## config.mk

```make
export PLATFORM = sky130hd
export DESIGN_NAME = uop_issue_scheduler
export DESIGN_NICKNAME = d
export VERILOG_FILES = /design/src/rtl/uop_issue_scheduler_pkg.sv /design/src/rtl/uop_issue_scheduler_fifo.sv /design/src/rtl/uop_issue_scheduler.sv
export SDC_FILE = /design/constraint.sdc
export NUM_CORES = 1
export LEC_CHECK = 0
export BUFFER_PORTS_ARGS = -buffer_cell sky130_fd_sc_hd__buf_2
export CORE_ASPECT_RATIO = 0.75
export CORE_MARGIN = 2
export CORE_UTILIZATION = 48
export CTS_CLUSTER_SIZE = 40
export DETAILED_ROUTE_END_ITERATION = 10
export PLACE_DENSITY = 0.68
export SETUP_SLACK_MARGIN = 0.2
export SLEW_MARGIN = 5
export SYNTH_ARGS = -nofsm -noshare
export SYNTH_HDL_FRONTEND = slang
export SYNTH_SLANG_ARGS = --single-unit
```

## constraint.sdc

```tcl
create_clock -name clk -period 8.7 [get_ports clk]
set_clock_uncertainty 0.1 [all_clocks]
set_input_delay 0.435 -clock clk [delete_from_list [all_inputs] [get_ports clk]]
set_output_delay 0.435 -clock clk [all_outputs]
set_load 0.1 [all_outputs]
```

## src/rtl/uop_issue_scheduler_pkg.sv

```systemverilog
// Shared definitions for the uop issue scheduler.
// Holds the micro-op field layout (mirrors micro_operations.v), the class and
// operand-type encodings, the unit-select encodings and a class->unit helper.
package uop_issue_scheduler_pkg;

    // Field layout of a decoded uop
    localparam int unsigned UOP_W_DEF           = 64;
    localparam int unsigned REG_IDX_W           = 4;
    localparam int unsigned UOP_VALID_B         = 0;
    localparam int unsigned UOP_CLASS_LSB       = 1;
    localparam int unsigned UOP_CLASS_W         = 4;
    localparam int unsigned UOP_I_TYPE_LSB      = 5;
    localparam int unsigned UOP_I_TYPE_W        = 3;
    localparam int unsigned UOP_I_DST_0_LSB     = 8;
    localparam int unsigned UOP_I_DST_0_VALID_B = 12;
    localparam int unsigned UOP_I_SRC_0_LSB     = 13;
    localparam int unsigned UOP_I_SRC_1_LSB     = 17;
    localparam int unsigned UOP_I_SRC_2_LSB     = 21;

    // Uop class encodings
    localparam logic [UOP_CLASS_W-1:0] UOP_INTEGER   = 4'd1;
    localparam logic [UOP_CLASS_W-1:0] UOP_INTEGER_M = 4'd2;
    localparam logic [UOP_CLASS_W-1:0] UOP_LOAD      = 4'd3;
    localparam logic [UOP_CLASS_W-1:0] UOP_STORE     = 4'd4;

    // Operand type encodings
    localparam logic [UOP_I_TYPE_W-1:0] UOP_REG = 3'd0;
    localparam logic [UOP_I_TYPE_W-1:0] UOP_IMM = 3'd1;

    // Unit-select encodings
    typedef enum logic [1:0] {
        UNIT_NONE = 2'd0,
        UNIT_INT  = 2'd1,
        UNIT_INTM = 2'd2,
        UNIT_LSU  = 2'd3
    } unit_e;

    // Decoded view of the fields the scheduler looks at
    typedef struct packed {
        logic [UOP_CLASS_W-1:0]  cls;
        logic [UOP_I_TYPE_W-1:0] itype;
        logic [REG_IDX_W-1:0]    dst;
        logic                    dst_v;
        logic [REG_IDX_W-1:0]    src0;
        logic [REG_IDX_W-1:0]    src1;
        logic [REG_IDX_W-1:0]    src2;
    } uop_head_t;

    // Map a uop class to its execution unit; unknown classes get UNIT_NONE
    function automatic unit_e uop_unit(input logic [UOP_CLASS_W-1:0] cls);
        unit_e u;
        u = UNIT_NONE;
        case (cls)
            UOP_INTEGER:         u = UNIT_INT;
            UOP_INTEGER_M:       u = UNIT_INTM;
            UOP_LOAD, UOP_STORE: u = UNIT_LSU;
            default:             u = UNIT_NONE;
        endcase
        return u;
    endfunction

endpackage

```

## src/rtl/uop_issue_scheduler_fifo.sv

```systemverilog
// uop_fifo: parameterised synchronous FIFO with flush.
// Ports: clk, rst (sync, active-high), flush, push/push_data, pop/pop_data
// (registered head), full, empty, count (occupancy).
module uop_fifo #(
    parameter int unsigned DEPTH = 4,
    parameter int unsigned W     = 64
) (
    input  logic                   clk,
    input  logic                   rst,
    input  logic                   flush,
    input  logic                   push,
    input  logic [W-1:0]           push_data,
    input  logic                   pop,
    output logic [W-1:0]           pop_data,
    output logic                   full,
    output logic                   empty,
    output logic [$clog2(DEPTH):0] count
);
    localparam int unsigned PTR_W = $clog2(DEPTH);
    localparam int unsigned CNT_W = PTR_W + 1;

    logic [W-1:0]     mem [DEPTH];
    logic [PTR_W-1:0] wr_ptr;
    logic [PTR_W-1:0] rd_ptr;
    logic             do_push;
    logic             do_pop;

    assign full     = (count == CNT_W'(DEPTH));
    assign empty    = (count == '0);
    assign do_push  = push && !full;
    assign do_pop   = pop && !empty;
    assign pop_data = mem[rd_ptr];

    // Pointers wrap naturally because DEPTH is a power of two
    always_ff @(posedge clk) begin
        if (rst || flush) begin
            wr_ptr <= '0;
            rd_ptr <= '0;
            count  <= '0;
        end else begin
            if (do_push) wr_ptr <= wr_ptr + PTR_W'(1);
            if (do_pop)  rd_ptr <= rd_ptr + PTR_W'(1);
            case ({do_push, do_pop})
                2'b10:   count <= count + CNT_W'(1);
                2'b01:   count <= count - CNT_W'(1);
                default: count <= count;
            endcase
        end
    end

    // Storage needs no reset; pointers define what is valid
    always_ff @(posedge clk) begin
        if (do_push) mem[wr_ptr] <= push_data;
    end

endmodule

```

## src/rtl/uop_issue_scheduler.sv

```systemverilog
// uop_issue_scheduler: in-order issue of decoded uops to int / intm / lsu units.
// Ports: clk, rst (sync, active-high); uop_valid_i/uop_i/uop_ready_o decode side;
// flush_i; wb_valid_i/wb_dst_i writeback; intm_ready_i, lsu_ready_i unit ready;
// iss_uop_o shared issue bus, int/intm/lsu_valid_o, stall_hazard_o, count_o.
module uop_issue_scheduler
    import uop_issue_scheduler_pkg::*;
#(
    parameter int unsigned DEPTH = 4,
    parameter int unsigned UOP_W = 64,
    parameter int unsigned NREG  = 16
) (
    input  logic                   clk,
    input  logic                   rst,
    input  logic                   uop_valid_i,
    input  logic [UOP_W-1:0]       uop_i,
    output logic                   uop_ready_o,
    input  logic                   flush_i,
    input  logic                   wb_valid_i,
    input  logic [REG_IDX_W-1:0]   wb_dst_i,
    input  logic                   intm_ready_i,
    input  logic                   lsu_ready_i,
    output logic [UOP_W-1:0]       iss_uop_o,
    output logic                   int_valid_o,
    output logic                   intm_valid_o,
    output logic                   lsu_valid_o,
    output logic                   stall_hazard_o,
    output logic [$clog2(DEPTH):0] count_o
);
    logic [UOP_W-1:0] head;
    logic             empty;
    logic             full;
    logic             push;
    logic             pop;
    logic             drop;
    logic             head_live;
    logic             hazard;
    logic             set_busy;
    logic [NREG-1:0]  busy;
    logic [NREG-1:0]  busy_nxt;
    uop_head_t        hf;
    unit_e            unit;

    // Bubbles (valid bit clear) are accepted but never stored
    assign push        = uop_valid_i && !full && uop_i[UOP_VALID_B] && !flush_i;
    assign uop_ready_o = !full;

    uop_fifo #(
        .DEPTH (DEPTH),
        .W     (UOP_W)
    ) u_fifo (
        .clk       (clk),
        .rst       (rst),
        .flush     (flush_i),
        .push      (push),
        .push_data (uop_i),
        .pop       (pop),
        .pop_data  (head),
        .full      (full),
        .empty     (empty),
        .count     (count_o)
    );

    // Decode the head fields the scheduler needs
    always_comb begin
        hf       = '0;
        hf.cls   = head[UOP_CLASS_LSB +: UOP_CLASS_W];
        hf.itype = head[UOP_I_TYPE_LSB +: UOP_I_TYPE_W];
        hf.dst   = head[UOP_I_DST_0_LSB +: REG_IDX_W];
        hf.dst_v = head[UOP_I_DST_0_VALID_B];
        hf.src0  = head[UOP_I_SRC_0_LSB +: REG_IDX_W];
        hf.src1  = head[UOP_I_SRC_1_LSB +: REG_IDX_W];
        hf.src2  = head[UOP_I_SRC_2_LSB +: REG_IDX_W];
    end

    assign unit = uop_unit(hf.cls);

    // RAW on checked sources plus WAW on the destination
    always_comb begin
        hazard = busy[hf.src0];
        if (hf.itype != UOP_IMM) hazard = hazard | busy[hf.src1] | busy[hf.src2];
        if (hf.dst_v)            hazard = hazard | busy[hf.dst];
    end

    // Valids present the head whenever it is clear to go; transfer needs unit ready
    assign head_live      = !empty && !flush_i && !rst;
    assign int_valid_o    = head_live && !hazard && (unit == UNIT_INT);
    assign intm_valid_o   = head_live && !hazard && (unit == UNIT_INTM);
    assign lsu_valid_o    = head_live && !hazard && (unit == UNIT_LSU);
    assign drop           = head_live && (unit == UNIT_NONE);
    assign stall_hazard_o = !empty && !rst && (unit != UNIT_NONE) && hazard;
    assign iss_uop_o      = head;

    assign pop = int_valid_o
               | (intm_valid_o && intm_ready_i)
               | (lsu_valid_o && lsu_ready_i)
               | drop;
    assign set_busy = pop && !drop && hf.dst_v;

    // Writeback clears first so a same-cycle issue set wins
    always_comb begin
        busy_nxt = busy;
        if (wb_valid_i) busy_nxt[wb_dst_i] = 1'b0;
        if (set_busy)   busy_nxt[hf.dst]   = 1'b1;
    end

    always_ff @(posedge clk) begin
        if (rst || flush_i) busy <= '0;
        else                busy <= busy_nxt;
    end

endmodule
```

==> results of run 1 <==
==> synthesized netlist by cell type, types with 2 or more instances <==
cell type	count	share of area (%)
a21oi_1	3	0.13
mux4_2	59	12
nor2_1	12	0.40
or3_1	3	0.17
o21ai_1	10	0.45
buf_4	3	0.20
nand2_1	8	0.27
nand2b_1	4	0.22
buf_1	4	0.13
nand3b_1	6	0.40
or2b_1	2	0.13
o311ai_0	4	0.31
buf_2	7	0.31
and4b_1	2	0.18
and2_1	4	0.22
nand3_1	8	0.36
nor4_1	3	0.17
edfxtp_1	256	69
clkbuf_1	8	0.27
ha_1	5	0.56
mux2i_1	57	5.1
inv_1	6	0.20
dfxtp_1	25	4.5
mux4_1	5	1.2
xor2_1	3	0.23
nor4b_2	2	0.27
o211ai_1	12	0.80
nor3_1	2	0.089
or2_2	3	0.17
buf_6	2	0.20
o21ai_0	10	0.45
==> state kept, by name (all words and copies together) (netlist names), named ones only <==
signal / count
u_fifo.count: 3
u_fifo.mem: 256
u_fifo.wr_ptr: 2
u_fifo.rd_ptr: 2
busy: 16
==> logic make-up after synthesis <==
group	after synthesis	share of synthesized area, %
AO/OA/AOI/OAI	46	2.63
buffers and inverters	31	1.45
AND/OR/NAND/NOR	67	3.63
adder cells (fa/ha/maj)	6	0.737
multiplexers	122	18.2
flip-flops	281	73.0
XOR/XNOR	4	0.313
==> per-layer routing <==
metal  routed length [um]  track usage (%)  up-vias  share of wire [%]
met1                 9700             24.7     2978                 42
met2                11000             30.7      187                 48
li1                     -                -     2635                  -
met5                   23                0        -               0.10
met4                  501             5.02        4                2.2
met3                 1660             4.80       40                7.2
==> cells in the final DEF (no fill, tap or decap), drive strengths merged, types with 12 or more instances in the layout <==
cell type,instances
buf,147
clkbuf,40
dfxtp,25
edfxtp,256
mux2i,57
mux4,64
nor2,13
o211ai,12
o21ai,21
==> through the flow <==
stage,power (mW),worst slack (ns),hold slack [ns]
3_5_place_dp,1.67,3.79,0.365
3_3_place_gp,1.67,3.94,0.355
5_1_grt,2.82,3.23,0.00399
4_1_cts,2.76,3.47,0.0000197
2_1_floorplan,1.63,2.71,0.350
6_report,2.73,3.60,0.0221
==> power breakdown <==
group / total (mW) / switching, mW / internal, mW
Clock: 1.08 / 0.465 / 0.619
Sequential: 1.49 / 0.00396 / 1.48
Combinational: 0.161 / 0.121 / 0.0400
==> cell type report <==
type                       instances  area, um2  share of cell area (%)
antenna                            4       10.0                  0.0763
clock buffer                      40        777                    5.92
clock inverter                    11       56.3                   0.429
inverter                           6       22.5                   0.172
multi-input combinational        245       2870                    21.9
sequential                       281       8200                    62.5
tap                              300        375                    2.86
timing repair buffer             154        808                    6.16
==> worst reg2reg max path, cell delays in order, from the launching register on <==
cell and delay, ns:
dfxtp_4 0.90, buf_4 0.60, mux4_2 0.74, mux2i_1 0.23, mux2i_1 0.09, mux2i_1 0.15
mux2i_1 0.11, o21ai_2 0.31, a21o_2 0.24, ha_1 0.19, inv_1 0.06, fa_1 0.37
xor2_1 0.16, or3_1 0.32, a21oi_1 0.16
==> worst max-delay path by stage <==
stage          start               to  cells after the start
6_report        flop     intm_valid_o                     10
3_5_place_dp    flop  u_fifo.count[2]                     14
2_1_floorplan   flop      int_valid_o                      9
3_3_place_gp    flop  u_fifo.count[2]                     14
5_1_grt         flop     intm_valid_o                     10
4_1_cts         flop     intm_valid_o                     10
==> summary.txt, run 1 <==
Run status
  • Status: completed

Routing
  • Final ANT Viol Nets: 0
  • Drt pass-1 iters: 5
  • Vias per inst: around 5.6
  • Initial DRC Count: between 300 and 400
  • Vias: 5844
  • Drt drc: 0
  • WL final: 22.8 mm
  • WL/cell: around 22 um

Synth
  • FFs w/ async S/R, synth: 0%
  • Seq/Total Area, Yosys: 73.0%
  • Number of synthesized flops with an enable pin: 256
  • #FFs+latches synth: 281
  • Ys Warns: 0
  • Synthesized cell area: around 11000 um2
  • Syn nets: 638
  • Mapped Cells: ~560
  • Distinct cells, synth: 50
  • Top FF cell, synth: edfxtp_1
  • Avg Synthesized Cell Area: 20.1 um2

Worst setup path
  • CP delay by family, top: multiplexers
  • Reg-to-reg endpoint: u_fifo.count[2]
  • CP max-delay cell: dfxtp_4
  • Crit-path cells: buf_4, mux4_2, mux2i_1, mux2i_1, mux2i_1, mux2i_1, o21ai_2, nand2_2, nor4_1, buf_2
  • Most used cell, CP: mux2i_1
  • Startpoint Class: flop
  • Critical Path AT: around 4.6 ns
  • Flop-to-flop setup slack: 3.89 ns
  • WP buf/inv: 2
  • Crit Path Max Fanout: 41
  • Worst Path Required: around 8 ns
  • Reg2reg path depth: 14
  • Critical Path End Type: primary output
  • Kind of critical path: flop to primary output
  • Slowest stage delay, CP: roughly 0.90 ns

Floorplanning
  • Core ar.: 22900 um2
  • Initial Utilization: 48.9%
  • # rows: 48
  • Die ar.: 24600 um2
  • Die W: about 180 um
  • I/O pin total: 147
  • Die H: 136 um

CTS
  • Clock Path Buffers: 3
  • Clock Tree Root: clkbuf_16
  • CTS Buf Count: 28
  • CTS tree: yes
  • H-Tree Depth: 1
  • CTS sink count: 281
  • Later-pin clock latency in the skew report: 0.52 ns
  • Clk slew on worst S/H paths: 0.06 ns
  • CTS hold repair buffers: 7
  • PostCTS Resize Cnt: 0
  • Post-CTS Repair Setup Buffers: 0

GRT
  • Initial antenna violation count: 6
  • Grt total ovfl: 0
  • Number of global-route vias before repair: 6167
  • Largest net degree at the start of global routing: 65
  • All-Layer GR Usage: approximately 19%
  • First-pass GRT wire length: 34.8 mm

STA
  • Period utilization: between 50% and 60%
  • Max Slew Vio Count: 0
  • RSZ-0062 raised after global routing: false
  • Slew @ Worst Pin: between 1 and 1.5 ns
  • Relative slew slack: 23.1%
  • Final Setup Violations: 0
  • Max frequency: 0.196 GHz
  • Setup TNS: 0 ns
  • Fin crit period: around 5.1 ns
  • Final hold violations: 0

Power
  • PwrDens: 208 nW/um2
  • Leak pwr: 4.42 nW
  • Peak VDD IR: 0.000162 V

Min path
  • Worst hold path startpoint: uop_i[6]
  • Hold Crit Endpoint: u_fifo.mem[2][6]
  • HP Class: input port to flop
  • Hold depth: 1

Finish
  • Final-stage net count: 797
  • Finished Layout Cells: 1041
  • Fin area: 13100 um2
  • # fillers: 1729
  • Layout overhead on the synthesized area: 17.0%
  • Layout cells sized above 1: 35.5%
  • Core Util, Final: between 50% and 60%

Place
  • Placed cells: 979
  • Final Wtd Congestion: 0.861
  • Total placed instance area: about 12000 um2
  • IO buf count: 146
  • DP HPWL: 14.3 mm

Job
  • Max cap viols: 0
(Power assumes the default switching activity.)
==> run 2: changes to the inputs <==
Clock period 8.7 ns to 5 ns, I/O delays scaled along.
==> summary.txt, run 2 (synthesis results as in run 1) <==
Run status
  • Status: completed

GRT
  • Number of global-route vias before repair: about 6600
  • First-pass GRT wire length: between 30 and 40 mm
  • Grt total ovfl: 0
  • Initial antenna violation count: 1
  • Largest net degree at the start of global routing: 65
  • All-Layer GR Usage: 18.9%

CTS
  • Post-CTS Repair Setup Buffers: 0
  • Clk slew on worst S/H paths: 0.06 ns
  • CTS sink count: 281
  • Later-pin clock latency in the skew report: 0.52 ns
  • Clock Path Buffers: 3
  • CTS Buf Count: 27
  • Clock Tree Root: clkbuf_16
  • H-Tree Depth: 1
  • CTS tree: yes
  • PostCTS Resize Cnt: 0

Finish
  • Final-stage net count: 862
  • Largest register FFs: between 200 and 300
  • Largest regs: u_fifo.mem (256), busy (16), u_fifo.count (3)
  • Commonest non-fill, non-tap cell in the layout: edfxtp_1
  • Layout cells sized above 1: 33.2%
  • Layout overhead on the synthesized area: 22.7%
  • Most frequent cells in the layout: edfxtp_1, buf_2, dlygate4sd3_1
  • Biggest register: u_fifo.mem
  • Core Util, Final: 60.0%

STA
  • Period utilization: 82.8%
  • Slew @ Worst Pin: 1.00 ns
  • Setup TNS: 0 ns
  • Max Slew Vio Count: 0
  • RSZ-0062 raised after global routing: false
  • Fin crit period: 4.14 ns
  • Final hold violations: 0
  • Relative slew slack: 33.0%
  • Max frequency: 0.242 GHz
  • Final Setup Violations: 0

Power
  • Leak pwr: 4.70 nW
  • PwrDens: 350 nW/um2
  • Peak VDD IR: 0.000317 V
  • Pwr Total: 4.81 mW

Worst setup path
  • Worst Path Required: 4.65 ns
  • Critical Path AT: 3.79 ns
  • Crit Path Max Fanout: 22
  • Startpoint Class: flop
  • Kind of critical path: flop to primary output
  • Critical Path End Type: primary output
  • Flop-to-flop setup slack: roughly 0.94 ns
  • Reg2reg path depth: 13

Floorplanning
  • Die W: around 180 um
  • Die ar.: 24600 um2
  • I/O pin total: 147
  • # rows: 48
  • Core ar.: approximately 23000 um2
  • Initial Utilization: about 49%
  • Die H: 136 um

Routing
  • Routed wl met2: 11.4 mm
  • Vias: about 6100
  • Final ANT Viol Nets: 0
  • Drt pass-1 iters: 4
  • Top Metal Used: met5
  • Vias per inst: between 5 and 6
  • Wl on met1: 9.70 mm
  • Drt drc: 0
  • Met3 WL: 1.46 mm
  • WL final: between 20 and 25 mm
  • WL/cell: 20.8 um
  • Initial DRC Count: 487

Place
  • IO buf count: around 150
  • DP HPWL: between 10 and 15 mm
  • Final Wtd Congestion: 0.888

Job
  • Max cap viols: 0

Min path
  • Hold depth: 3
  • HP Class: input port to flop
==> run 2: path summary, 6_finish.rpt <==
check | end | start
worst min-delay path | busy[1] | wb_dst_i[2]
worst max-delay path | int_valid_o | flop
worst max register to register | u_fifo.count[2] | flop
worst min register to register | u_fifo.rd_ptr[0] | u_fifo.rd_ptr[0]
==> run 2: timing repair <==
item	in CTS	in global routing
hold endpoints to repair	264	0
setup endpoints to repair	0	0
hold buffers	69	0
==> run 2: layout make-up <==
type                    instances  area [um2]
clock buffers                  44         769
fillers                      1651        9190
inverters                       6        22.5
multi-input cells             245        2870
well taps                     300         375
flip-flops and latches        281        8200
repair buffers                220        1460
diodes                          2        5.00
clock inverters                 6        58.8
==> run 2: power breakdown <==
group / switching (mW) / internal [mW] / total [mW]
clock: 0.804 / 1.10 / 1.90
combinational: 0.221 / 0.101 / 0.322
sequential: 0.00589 / 2.58 / 2.59
==> run 2: routing by layer <==
metal,up-vias,track usage (%)
li1,2771,-
met1,3092,25.1
met2,229,32.6
met3,32,3.80
met4,2,4.17
met5,-,0
==> run 2: worst max-delay path, stage by stage (launching register included) <==
cell	delay [ns]
dfxtp_4	0.62
buf_4	0.36
mux4_2	0.64
mux2i_1	0.16
mux2i_1	0.15
mux2i_1	0.13
o21ai_2	0.31
nand2_2	0.15
nor4_1	0.26
buf_2	0.48
==> run 2: per-stage QoR <==
stage	setup slack, ns	instance area, um2	cells	hold WS (ns)
2_1_floorplan	-0.807	11200	557	0.249
3_3_place_gp	1.05	12200	983	0.359
3_5_place_dp	0.909	12200	983	0.367
4_1_cts	0.793	13800	1102	0.0182
5_1_grt	0.596	13800	1102	0.0681
6_report	0.860	13800	1104	0.0337
